### config.mk
export PLATFORM = sky130hd
export DESIGN_NAME = i2c_slave_rx
export DESIGN_NICKNAME = d
export VERILOG_FILES = /design/src/rtl/i2c_pkg.sv /design/src/rtl/i2c_sync_filter.sv /design/src/rtl/i2c_slave_rx.sv
export SDC_FILE = /design/constraint.sdc
export NUM_CORES = 1
export LEC_CHECK = 0
export BUFFER_PORTS_ARGS = -buffer_cell sky130_fd_sc_hd__buf_2
export CAP_MARGIN = 15
export CORE_MARGIN = 2
export CORE_UTILIZATION = 33
export DETAILED_ROUTE_END_ITERATION = 8
export HOLD_SLACK_MARGIN = 0.06
export SYNTH_ARGS = -nofsm -noshare
export SYNTH_HDL_FRONTEND = slang
export SYNTH_SLANG_ARGS = --single-unit
### constraint.sdc
create_clock -name clk -period 2.16 [get_ports clk]
set_input_delay 0.324 -clock clk [delete_from_list [all_inputs] [get_ports clk]]
set_output_delay 0.324 -clock clk [all_outputs]
set_load 0.02 [all_outputs]
### src/rtl/i2c_pkg.sv
// Shared types and constants for the I2C target receiver.
// Optional build macro I2C_SLV_GCALL_EN is consumed by i2c_slave_rx.
package i2c_pkg;

    typedef logic [2:0] i2c_slv_state_t;

    localparam i2c_slv_state_t ST_IDLE     = 3'd0;
    localparam i2c_slv_state_t ST_ADDR     = 3'd1;
    localparam i2c_slv_state_t ST_ADDR_ACK = 3'd2;
    localparam i2c_slv_state_t ST_DATA     = 3'd3;
    localparam i2c_slv_state_t ST_DATA_ACK = 3'd4;
    localparam i2c_slv_state_t ST_IGNORE   = 3'd5;

    localparam logic [6:0] GCALL_ADDR = 7'h00;
    localparam logic       RW_WRITE   = 1'b0;

endpackage

### src/rtl/i2c_sync_filter.sv
// Two-flop synchroniser plus run-length glitch filter for one I2C line.
// Filtered level moves only after FILT_LEN equal samples; edges are 1-cycle pulses.
module i2c_sync_filter
    import i2c_pkg::*;
#(
    parameter int FILT_LEN = 3
) (
    input  logic clk,
    input  logic rst_n,
    input  logic raw,
    output logic level,
    output logic rise,
    output logic fall
);

    logic       s1;
    logic       s2;
    logic [3:0] cnt;
    logic       hit;

    assign hit = (s2 != level) && (cnt == 4'(FILT_LEN - 1));

    // synchronise, count disagreeing samples, commit level and emit edge pulse
    always_ff @(posedge clk or negedge rst_n) begin
        if (!rst_n) begin
            s1    <= 1'b1;
            s2    <= 1'b1;
            level <= 1'b1;
            cnt   <= 4'd0;
            rise  <= 1'b0;
            fall  <= 1'b0;
        end else begin
            s1   <= raw;
            s2   <= s1;
            rise <= hit && s2;
            fall <= hit && !s2;
            if (s2 == level) begin
                cnt <= 4'd0;
            end else if (hit) begin
                level <= s2;
                cnt   <= 4'd0;
            end else begin
                cnt <= cnt + 4'd1;
            end
        end
    end

endmodule

### src/rtl/i2c_slave_rx.sv
// Write-only I2C target: START/STOP detect, address match, byte receive, ACK drive.
// Define I2C_SLV_GCALL_EN to also accept the general-call address 7'h00.
module i2c_slave_rx
    import i2c_pkg::*;
#(
    parameter logic [6:0] SLV_ADDR = 7'h50,
    parameter int         FILT_LEN = 3
) (
    input  logic       clk,
    input  logic       rst_n,
    input  logic       scl_i,
    input  logic       sda_i,
    output logic       sda_oe,
    input  logic       rx_ready,
    output logic [7:0] rx_data,
    output logic       rx_valid,
    output logic       rx_first,
    output logic       busy,
    output logic       stop_det
);

    logic scl_lvl;
    logic scl_rise;
    logic scl_fall;
    logic sda_lvl;
    logic sda_rise;
    logic sda_fall;

    i2c_sync_filter #(.FILT_LEN(FILT_LEN)) u_scl (
        .clk   (clk),
        .rst_n (rst_n),
        .raw   (scl_i),
        .level (scl_lvl),
        .rise  (scl_rise),
        .fall  (scl_fall)
    );

    i2c_sync_filter #(.FILT_LEN(FILT_LEN)) u_sda (
        .clk   (clk),
        .rst_n (rst_n),
        .raw   (sda_i),
        .level (sda_lvl),
        .rise  (sda_rise),
        .fall  (sda_fall)
    );

    i2c_slv_state_t state;
    logic [7:0]     shift;
    logic [2:0]     bit_cnt;
    logic           full;
    logic           first_pend;
    logic           start_c;
    logic           stop_c;
    logic           addr_ok;

    assign start_c = sda_fall && scl_lvl;
    assign stop_c  = sda_rise && scl_lvl;

`ifdef I2C_SLV_GCALL_EN
    assign addr_ok = (shift[0] == RW_WRITE) &&
                     ((shift[7:1] == SLV_ADDR) ||
                      (shift[7:1] == GCALL_ADDR));
`else
    assign addr_ok = (shift[0] == RW_WRITE) &&
                     (shift[7:1] == SLV_ADDR);
`endif

    // bus conditions override everything; otherwise step the byte/ack FSM
    always_ff @(posedge clk or negedge rst_n) begin
        if (!rst_n) begin
            state      <= ST_IDLE;
            shift      <= 8'd0;
            bit_cnt    <= 3'd0;
            full       <= 1'b0;
            first_pend <= 1'b0;
            sda_oe     <= 1'b0;
            rx_data    <= 8'd0;
            rx_valid   <= 1'b0;
            rx_first   <= 1'b0;
            busy       <= 1'b0;
            stop_det   <= 1'b0;
        end else begin
            rx_valid <= 1'b0;
            rx_first <= 1'b0;
            stop_det <= 1'b0;
            if (start_c) begin
                state   <= ST_ADDR;
                bit_cnt <= 3'd0;
                full    <= 1'b0;
                sda_oe  <= 1'b0;
                busy    <= 1'b0;
            end else if (stop_c) begin
                state    <= ST_IDLE;
                full     <= 1'b0;
                sda_oe   <= 1'b0;
                stop_det <= busy;
                busy     <= 1'b0;
            end else begin
                unique case (state)
                    ST_ADDR, ST_DATA: begin
                        if (scl_rise) begin
                            shift   <= {shift[6:0], sda_lvl};
                            bit_cnt <= bit_cnt + 3'd1;
                            full    <= (bit_cnt == 3'd7);
                        end else if (scl_fall && full) begin
                            full <= 1'b0;
                            if (state == ST_ADDR) begin
                                sda_oe <= addr_ok;
                                state  <= addr_ok ? ST_ADDR_ACK
                                                  : ST_IGNORE;
                            end else if (rx_ready) begin
                                sda_oe     <= 1'b1;
                                rx_data    <= shift;
                                rx_valid   <= 1'b1;
                                rx_first   <= first_pend;
                                first_pend <= 1'b0;
                                state      <= ST_DATA_ACK;
                            end else begin
                                state <= ST_IGNORE;
                            end
                        end
                    end
                    ST_ADDR_ACK: begin
                        if (scl_fall) begin
                            sda_oe     <= 1'b0;
                            busy       <= 1'b1;
                            first_pend <= 1'b1;
                            bit_cnt    <= 3'd0;
                            state      <= ST_DATA;
                        end
                    end
                    ST_DATA_ACK: begin
                        if (scl_fall) begin
                            sda_oe  <= 1'b0;
                            bit_cnt <= 3'd0;
                            state   <= ST_DATA;
                        end
                    end
                    ST_IGNORE: begin
                        sda_oe <= 1'b0;
                    end
                    default: begin
                        sda_oe <= 1'b0;
                        state  <= ST_IDLE;
                    end
                endcase
            end
        end
    end

endmodule

# --- Word-level counts from Yosys, hierarchy flattened ---
# Cells that the tools add are included.
op_classes:
  n_reduce_logical: 30
  eq_ne: 26
  n_lt_le_gt_ge: 0
  n_addsub: 3
  n_mux: 56
  n_bitwise: 7
  multipliers: 0
  shift: 0
  n_div: 0
op_table:
  columns: ["operator", "n"]
  rows:
  - ["2-to-1 mux 1 bit", 37]
  - ["2-to-1 mux 3 bit", 11]
  - ["2-to-1 mux 4 bit", 4]
  - ["AND reduction 4 bit", 4]
  - ["nonzero test 3 bit", 4]
  - ["logical AND 1 bit", 10]
  - ["inequality test 2 bit (second input constant)", 5]
  - ["equality test 3 bit (second input constant)", 3]
  - ["one-hot mux 3 bit (3 select lines)", 1]
  - ["adder 4 x 1 -> 4 bit (second input constant)", 2]
  - ["equality test 4 x 2 -> 1 bit (second input constant)", 2]
  - ["inequality test 4 bit (second input constant)", 2]
  - ["AND reduction 2 bit", 4]
  - ["AND reduction 8 bit", 1]
  - ["equality test 7 bit (second input constant)", 1]
  - ["NOT 1 bit", 7]
  - ["AND reduction 7 bit", 1]
  - ["equality test 3 x 2 -> 1 bit (second input constant)", 2]
  - ["one-hot mux 3 bit (2 select lines)", 1]
  - ["inequality test 5 bit (second input constant)", 1]
  - ["inequality test 4 x 1 -> 1 bit (second input constant)", 1]
  - ["one-hot mux 1 bit (2 select lines)", 2]
  - ["nonzero test 4 bit", 1]
  - ["OR reduction 2 bit", 2]
  - ["10 further kinds", 13]
word_totals:
  mem_bits_ro: 0
  ff_bits: 47
  wordCells: 145
  mem_bits_rw: 0
  out_inout_bits: 13
  latch_bits: 0
  mem_count: 0

# --- Logic depth before layout (Yosys ltp) ---
# Gate-level depths: netlist (run 1).
logic_depth:
  ltp_word: 9
  mapped_depth: 6
  depth_no_buf: 5

# --- By module ---
# Synthesis (run 1) repeated with hierarchy kept, for this count alone.
unflattened:
  cells_unflattened: 172
  area_unflattened_um2: 2144.6
by_module_without_submodules:
  columns: ["module", "area_per_inst_um2", "cells_each", "instances", "seq_area_each_um2"]
  rows:
  - ["i2c_slave_rx", 1427.6, 119, 1, 725.7]
  - ["i2c_sync_filter (u_scl)", 367.9, 28, 1, 229.0]
  - ["i2c_sync_filter (u_sda)", 349.1, 25, 1, 229.0]

# --- Least setup slack after synthesis (run 1) ---
# Ideal clock, no wire load.
synth_path:
  kind: "register to register"
  startpoint: "register shift[4]"
  endpoint: "register state[2]"
  required_ns: 2.038
  arrival_ns: 1.631
  stages_incl_launch_ff: 4
  setup_ns: 0.122
  slack_ns: 0.407
  synth_period_minus_slack_ns: 1.753
  cell_sequence: "dfrtp_1 or4_4 or4_4 a32o_1"
synth_via:
  elab_chain_len: 9
synth_rtl:
  columns: ["item", "line_no", "source"]
  rows:
  - ["start: declaration", "i2c_slave_rx.sv:48", "logic [7:0] shift;"]
  - ["start signal: assignment", "i2c_slave_rx.sv:102", "shift <= {shift[6:0], sda_lvl};"]
  - ["equality test 7 bit", "i2c_slave_rx.sv:65", "(shift[7:1] == SLV_ADDR);"]
  - ["logical AND 1 bit", "i2c_slave_rx.sv:64", "assign addr_ok = (shift[0] == RW_WRITE) &&"]
  - ["2-to-1 mux 3 bit", "i2c_slave_rx.sv:109", "state <= addr_ok ? ST_ADDR_ACK"]
  - ["2-to-1 mux 3 bit", "i2c_slave_rx.sv:107", "if (state == ST_ADDR) begin"]
  - ["2-to-1 mux 3 bit", "i2c_slave_rx.sv:105", "end else if (scl_fall && full) begin"]
  - ["2-to-1 mux 3 bit", "i2c_slave_rx.sv:101", "if (scl_rise) begin"]
  - ["one-hot mux 3 bit (3 select lines)", "i2c_slave_rx.sv:99", "unique case (state)"]
  - ["2-to-1 mux 3 bit", "i2c_slave_rx.sv:92", "end else if (stop_c) begin"]
  - ["2-to-1 mux 3 bit", "i2c_slave_rx.sv:86", "if (start_c) begin"]
  - ["end signal: assignment", "i2c_slave_rx.sv:109", null]
  - ["end: declaration", "i2c_slave_rx.sv:47", "i2c_slv_state_t state;"]
# No other way between the ends. The select of a mux whose other input is x is not followed.
# A chain may end at the register's enable or synchronous reset.

# --- Worst setup path in the final report (run 1) ---
layout_path:
  startpoint: "register u_scl.rise"
  endpoint: "register rx_data[6]"
layout_via:
  elab_chain_len: 2
layout_rtl:
  columns: ["item", "line_no", "source"]
  rows:
  - ["start: declaration", "i2c_sync_filter.sv:12", "output logic rise,"]
  - ["start signal: assignment", "i2c_sync_filter.sv:35", "rise <= hit && s2;"]
  - ["NOT 1 bit (no line)", null, null]
  - ["AND reduction 7 bit (no line)", null, null]
  - ["end signal: assignment", "i2c_slave_rx.sv:113", "rx_data <= shift;"]
  - ["end: declaration", "i2c_slave_rx.sv:15", "output logic [7:0] rx_data,"]
# No other way between the ends.

==> flow_summary.json, run 1 <==
{
  "status": "complete, no violations",
  "drc": 0,
  "core-area_sq_mm": 0.00596,
  "finClkSkew_ns": 0.00236,
  "vias": 1332,
  "synth-seq-cells": 47,
  "fill_cells": 575,
  "synth-seq-area-share_pct": 57.7,
  "clock_latency_ns": 0.29,
  "leakage_nw": 1.13,
  "antenna_found_initial": 0,
  "grt_overflow": 0,
  "synth_cell_type_count": 38,
  "cts.sinks": 47,
  "r2r_start": "u_scl.rise$_DFF_PN0_",
  "grt_pass1_wl_um": 6070,
  "hold_violations": 0,
  "pwr_density_cell_mw_per_mm2": 930,
  "worst_pin_slew_ns": 0.785,
  "async_flop_share_pct": 100,
  "cts_setup_buffers": 0,
  "yosysWarnings": 0,
  "regToRegEndpoint": "rx_data[6]$_DFFE_PN0P_",
  "arrival_ns": 2.06,
  "clock_path_buffers": 2,
  "r2r_cells": 4,
  "use_met2_pct": 14.7,
  "drive_gt1_share_pct": 32.6,
  "synth_area_sq_mm": 0.00205,
  "min_path_type": "in -> reg",
  "ir_drop_mv": 0.416,
  "critical_path_peak_fanout": 10,
  "synth_nets": 176,
  "critical_path_required_ns": 2.34,
  "start_util_pct": 34.4,
  "cap_viol_max_count": 0,
  "io_buffers": 17,
  "busiest_layer": "met1",
  "fmax_ghz": 0.531,
  "wirelength_um": 3490,
  "finalNetCount": 200,
  "first_pass_iters": 4,
  "gp_congestion": 0.867,
  "cp_cell_sequence": "and3b_1, nand3_1, nor3_4, mux2_2",
  "maxSlewHeadroom_pct": 47.5,
  "synthCells": 165,
  "met1_usage_pct": 16.1,
  "rows": 28,
  "start_kind": "register",
  "track_usage_pct": 10.9,
  "ctsResizeCount": 0,
  "cp_slowest_cell": "nor3_4",
  "end_kind": "register",
  "antenna_left": 0,
  "post-route-min-period_ns": 1.88,
  "cpPeakStageDelay_ns": 0.52,
  "path_buf_inv": 0,
  "htree_num_levels": 2,
  "setup_tns_ns": 0,
  "clkTransAtPathRegs_ns": 0.08,
  "fp.dieH_um": 82.8,
  "synthFlopType": "dfrtp_1",
  "wl_per_cell_um": 13.2,
  "drtIter0Drc": 72,
  "hold_depth": 1,
  "die_area_sq_mm": 0.00686,
  "grt_pass1_vias": 1254,
  "min_from": "sda_i",
  "diodes": 0,
  "rsz0062_at_grt": "no",
  "cts_buffers": 5,
  "whs_endpoint": "u_sda.s1$_DFF_PN1_",
  "vias_per_cell": 5.03,
  "die_width_um": 82.8,
  "avgSynthCellArea_sq_um": 12.4,
  "grt_start_max_net_pins": 28,
  "r2r_setup_slack_ns": 0.28,
  "fin_crit_sh_pct": 87.1,
  "ios": 18,
  "path_class": "reg -> reg",
  "hpwlAfterDp_um": 2450,
  "cts_tree": "built",
  "area_growth_pct": 16.3,
  "setup_violations": 0,
  "use_met3_pct": 3.08,
  "cp_top_family": "simple AND/OR/NAND/NOR gates",
  "fin_hold_ws_ns": 0.122,
  "synth_edf_count": 0,
  "drv_slew": 0,
  "cts_root_buffer": "clkbuf_8"
}
## repair_timing
action,4_1_cts,5_1_grt
hold buffers,1,0
endpoints found under the hold margin,17,0
setup endpoints to repair,0,0
## final cells by class
type	instances	area, sq um	area share, %
clock buffers	6	82.6	3.46
clock inverters	2	35.0	1.47
inverters	4	15.0	0.630
well taps	75	93.8	3.93
flip-flops and latches	47	1180	49.6
multi-input cells	107	822	34.5
repair buffers	24	153	6.40
## layout by cell type (no fill, tap or decap), types with 6 or more instances in the layout
cell type,Yosys,layout
dfrtp_1,41,41
mux2_2,20,20
buf_2,3,17
nor2_1,16,16
o21ai_0,7,7
nand3_1,6,6
ha_1,6,6
clkbuf_8,0,6
dfstp_2,6,6
## metal layers
layer | wire length (um) | vias up | share of wire (%)
li1 | - | 633 | -
met1 | 1640 | 633 | 47
met2 | 1530 | 59 | 44
met3 | 247 | 7 | 7.1
met4 | 70 | 0 | 2.0
met5 | 0 | - | 0
## metrics by stage
stage                     setup WS (ns)  cell area (sq um)  std cells  util, %  power (mW)
after floorplan                   0.407               2050        165        -        1.44
after global placement            0.289               2260        256     37.9        1.58
after detailed placement          0.293               2260        256     37.9        1.59
after CTS                         0.275               2380        265     40.0        2.26
after global routing              0.188               2380        265     40.0        2.37
final                             0.278               2380        265     40.0        2.22
## where the power goes
group	switching (mW)	internal (mW)	total [mW]	leakage [nW]
clock	0.281	0.374	0.655	0.0612
combinational	0.231	0.212	0.443	0.458
sequential	0.0998	1.02	1.12	0.614
total	0.611	1.61	2.22	1.13
## sequential cells by signal, summed over array words and instances (netlist names), 3 cells and up
register / cells
u_sda.cnt: 4
rx_data: 8
shift: 8
bit_cnt: 3
state: 3
u_scl.cnt: 4
## synthesized netlist by cell type, drive strengths merged, types with 2 or more instances
master  count  share of area [%]
dfrtp      41                 50
mux2       20                 11
nor2       16                2.9
o21ai       7                1.7
dfstp       6                7.7
ha          6                3.7
nand3       6                1.5
nand2       5               0.92
nor3b       5                1.8
clkbuf      4               0.73
inv         4               0.73
xor2        4                1.7
a31oi       3               0.92
buf         3               0.73
nand2b      3               0.92
xnor2       3                1.3
a21oi       2               0.49
a22o        2               0.85
a22oi       2               0.73
a32oi       2               0.85
nor2b       2               0.61
nor3        2                1.0
or3b        2               0.85
or4         2                1.1
## cell families (layout without fill, tap and decap cells)
logic type | Yosys count | count (layout) | synth area share, %
fa+ha+maj | 6 | 6 | 3.66
compound gates | 24 | 24 | 8.05
buf+inv | 11 | 36 | 2.20
xor+xnor | 7 | 7 | 2.99
mux | 21 | 21 | 11.5
simple gates | 49 | 49 | 13.9
flops | 47 | 47 | 57.7
## how the worst max path moves through the flow
stage                     slack (ns)  depth (start not counted)                 start                     end
final                           0.28                          4  u_scl.rise$_DFF_PN0_  rx_data[6]$_DFFE_PN0P_
after global routing            0.19                          4  u_scl.rise$_DFF_PN0_  rx_data[0]$_DFFE_PN0P_
after floorplan                 0.41                          3  shift[4]$_DFFE_PN0N_    state[2]$_DFFE_PN0P_
after detailed placement        0.29                          4  u_scl.rise$_DFF_PN0_  rx_data[7]$_DFFE_PN0P_
after CTS                       0.27                          4  u_scl.rise$_DFF_PN0_  rx_data[1]$_DFFE_PN0P_
after global placement          0.29                          4  u_scl.rise$_DFF_PN0_  rx_data[7]$_DFFE_PN0P_
Power figures use the tool's default switching activity.
==> run 2, diff against run 1 <==
--- a/config.mk
+++ b/config.mk
@@ -7,10 +7,10 @@
 export LEC_CHECK = 0
 export BUFFER_PORTS_ARGS = -buffer_cell sky130_fd_sc_hd__buf_2
 export CAP_MARGIN = 15
-export CORE_MARGIN = 2
-export CORE_UTILIZATION = 33
+export CORE_UTILIZATION = 54
 export DETAILED_ROUTE_END_ITERATION = 8
 export HOLD_SLACK_MARGIN = 0.06
+export PLACE_DENSITY = 0.72
 export SYNTH_ARGS = -nofsm -noshare
 export SYNTH_HDL_FRONTEND = slang
 export SYNTH_SLANG_ARGS = --single-unit
==> run 2 against run 1 <==
  * Setup slack lost 0.019 ns
  * Clock power shrank 25%
  * Via count grew 1.7%
  * Global-route usage grew 9.0 points
  * Clock skew grew 0.0068 ns
  * Critical path type unchanged
  * Wire length shrank 5.5%
  * Flip-flop and latch count is the same
  * Final area shrank 4.2%
  * Worst hold slack gained 0.0072 ns
  * Highest routed layer unchanged
  * Final cell count shrank 12%
  * Largest cell class unchanged
  * First-iteration DRC count grew 110%
==> flow_summary.json, run 2 (synthesized netlist as in run 1, its figures left out) <==
{
  "gp_congestion": 0.975,
  "cts_hold_buf": 1,
  "die_width_um": 63.6,
  "worst_pin_slew_ns": 0.762,
  "cts_tree": "built",
  "grt_pass1_wl_um": 6150,
  "min_path_type": "in -> reg",
  "clkTransAtPathRegs_ns": 0.08,
  "cts.sinks": 47,
  "power_frac_seq_pct": 56.6,
  "drc": 0,
  "multiInputGateArea_sq_um": 822,
  "status": "complete, no violations",
  "p_clk_share_pct": 24.1,
  "rsz0062_at_grt": "no",
  "ir_drop_mv": 0.577,
  "clock_path_buffers": 2,
  "clock_latency_ns": 0.29,
  "regArea_sq_mm": 0.00118,
  "ios": 18,
  "setup_violations": 0,
  "vias": 1354,
  "cts_setup_buffers": 0,
  "core-area_sq_mm": 0.00366,
  "layout_commonest_cell": "dfrtp_1",
  "drv_slew": 0,
  "rows": 22,
  "leakage_nw": 1.09,
  "fmax_ghz": 0.526,
  "critical_path_required_ns": 2.34,
  "antenna_found_initial": 0,
  "cts_buffers": 5,
  "fill_cells": 298,
  "track_usage_pct": 19.9,
  "wirelength_um": 3290,
  "start_util_pct": 56.0,
  "ctsResizeCount": 0,
  "hpwlAfterDp_um": 2350,
  "die_area_sq_mm": 0.00405,
  "first_pass_iters": 5,
  "arrival_ns": 2.09,
  "critical_path_peak_fanout": 10,
  "antenna_left": 0,
  "grt_overflow": 0,
  "cap_viol_max_count": 0,
  "power_frac_comb_pct": 19.3,
  "p_int_mw": 1.45,
  "grt_start_max_net_pins": 48,
  "drive_gt1_share_pct": 29.6,
  "switching_share_pct": 29.1,
  "cts_root_buffer": "clkbuf_8",
  "setup_tns_ns": 0,
  "fp.dieH_um": 63.6,
  "layout_common_cells": "41 x dfrtp_1, 20 x mux2_2, 17 x buf_2",
  "finalNetCount": 196,
  "wl_per_cell_um": 14.1,
  "post-route-min-period_ns": 1.90,
  "end_kind": "register",
  "htree_num_levels": 2,
  "top_regs": "rx_data (8), shift (8)",
  "io_buffers": 17,
  "finClkSkew_ns": 0.00918,
  "finalPower_mw": 2.04,
  "drtIter0Drc": 148,
  "start_kind": "register",
  "grt_pass1_vias": 1398,
  "pwr_density_cell_mw_per_mm2": 893,
  "vias_per_cell": 5.79,
  "path_class": "reg -> reg",
  "fin_crit_sh_pct": 88.0,
  "power_switching_mw": 0.592,
  "area_growth_pct": 11.3,
  "diodes": 0,
  "maxSlewHeadroom_pct": 49.0,
  "hold_violations": 0
}
run 2: cell type report:
cell class | count | share of cell area (%)
inverter | 4 | 0.658
timing repair buffer | 20 | 5.37
multi-input combinational | 107 | 36.0
tap | 48 | 2.63
sequential | 47 | 51.8
clock buffer | 8 | 3.51
run 2: critical path, stage by stage, from the launching register on:
cell	delay, ns
dfrtp_1	0.51
and3b_1	0.25
nand3_1	0.15
nor3_4	0.49
mux2_2	0.39
run 2: worst paths after layout:
kind,start,to,slack [ns],cells past startpoint
max,u_scl.fall$_DFF_PN0_,rx_data[1]$_DFFE_PN0P_,0.26,4
min reg2reg,u_scl.s1$_DFF_PN1_,u_scl.s2$_DFF_PN1_,0.36,0
min,sda_i,u_sda.s1$_DFF_PN1_,0.13,1
max in group asynchronous,rst_n,u_scl.level$_DFFE_PN1P_,1.34,3
max reg2reg,u_scl.fall$_DFF_PN0_,rx_data[1]$_DFFE_PN0P_,0.26,4
min in group asynchronous,rst_n,first_pend$_DFFE_PN0P_,0.53,3
run 2: routing by layer:
layer | routed length (um) | global-route usage, % | up-vias
met5 | 0 | 0 | -
met1 | 1410 | 25.0 | 684
met4 | 38 | 7.95 | 0
met2 | 1690 | 32.4 | 37
li1 | - | - | 630
met3 | 160 | 5.43 | 3
run 2: stage by stage:
| step | hold slack [ns] | util [%] | setup WS (ns) | cell area [sq um] | cells |
|---|---|---|---|---|---|
| 2_1_floorplan | 0.0284 | - | 0.407 | 2050 | 165 |
| 3_3_place_gp | 0.319 | 59.9 | 0.292 | 2190 | 225 |
| 3_5_place_dp | 0.334 | 59.9 | 0.230 | 2190 | 225 |
| 4_1_cts | 0.115 | 62.4 | 0.235 | 2280 | 234 |
| 5_1_grt | 0.109 | 62.4 | 0.114 | 2280 | 234 |
| 6_report | 0.130 | 62.4 | 0.259 | 2280 | 234 |
run 2: power by group through the flow:
stage	clock network (mW)	registers [mW]	logic, mW
finish	0.491	1.15	0.393
global route	0.551	1.18	0.451
CTS	0.513	1.16	0.399
detailed placement	0	1.17	0.396
global placement	0	1.16	0.373
floorplan	0	1.12	0.328
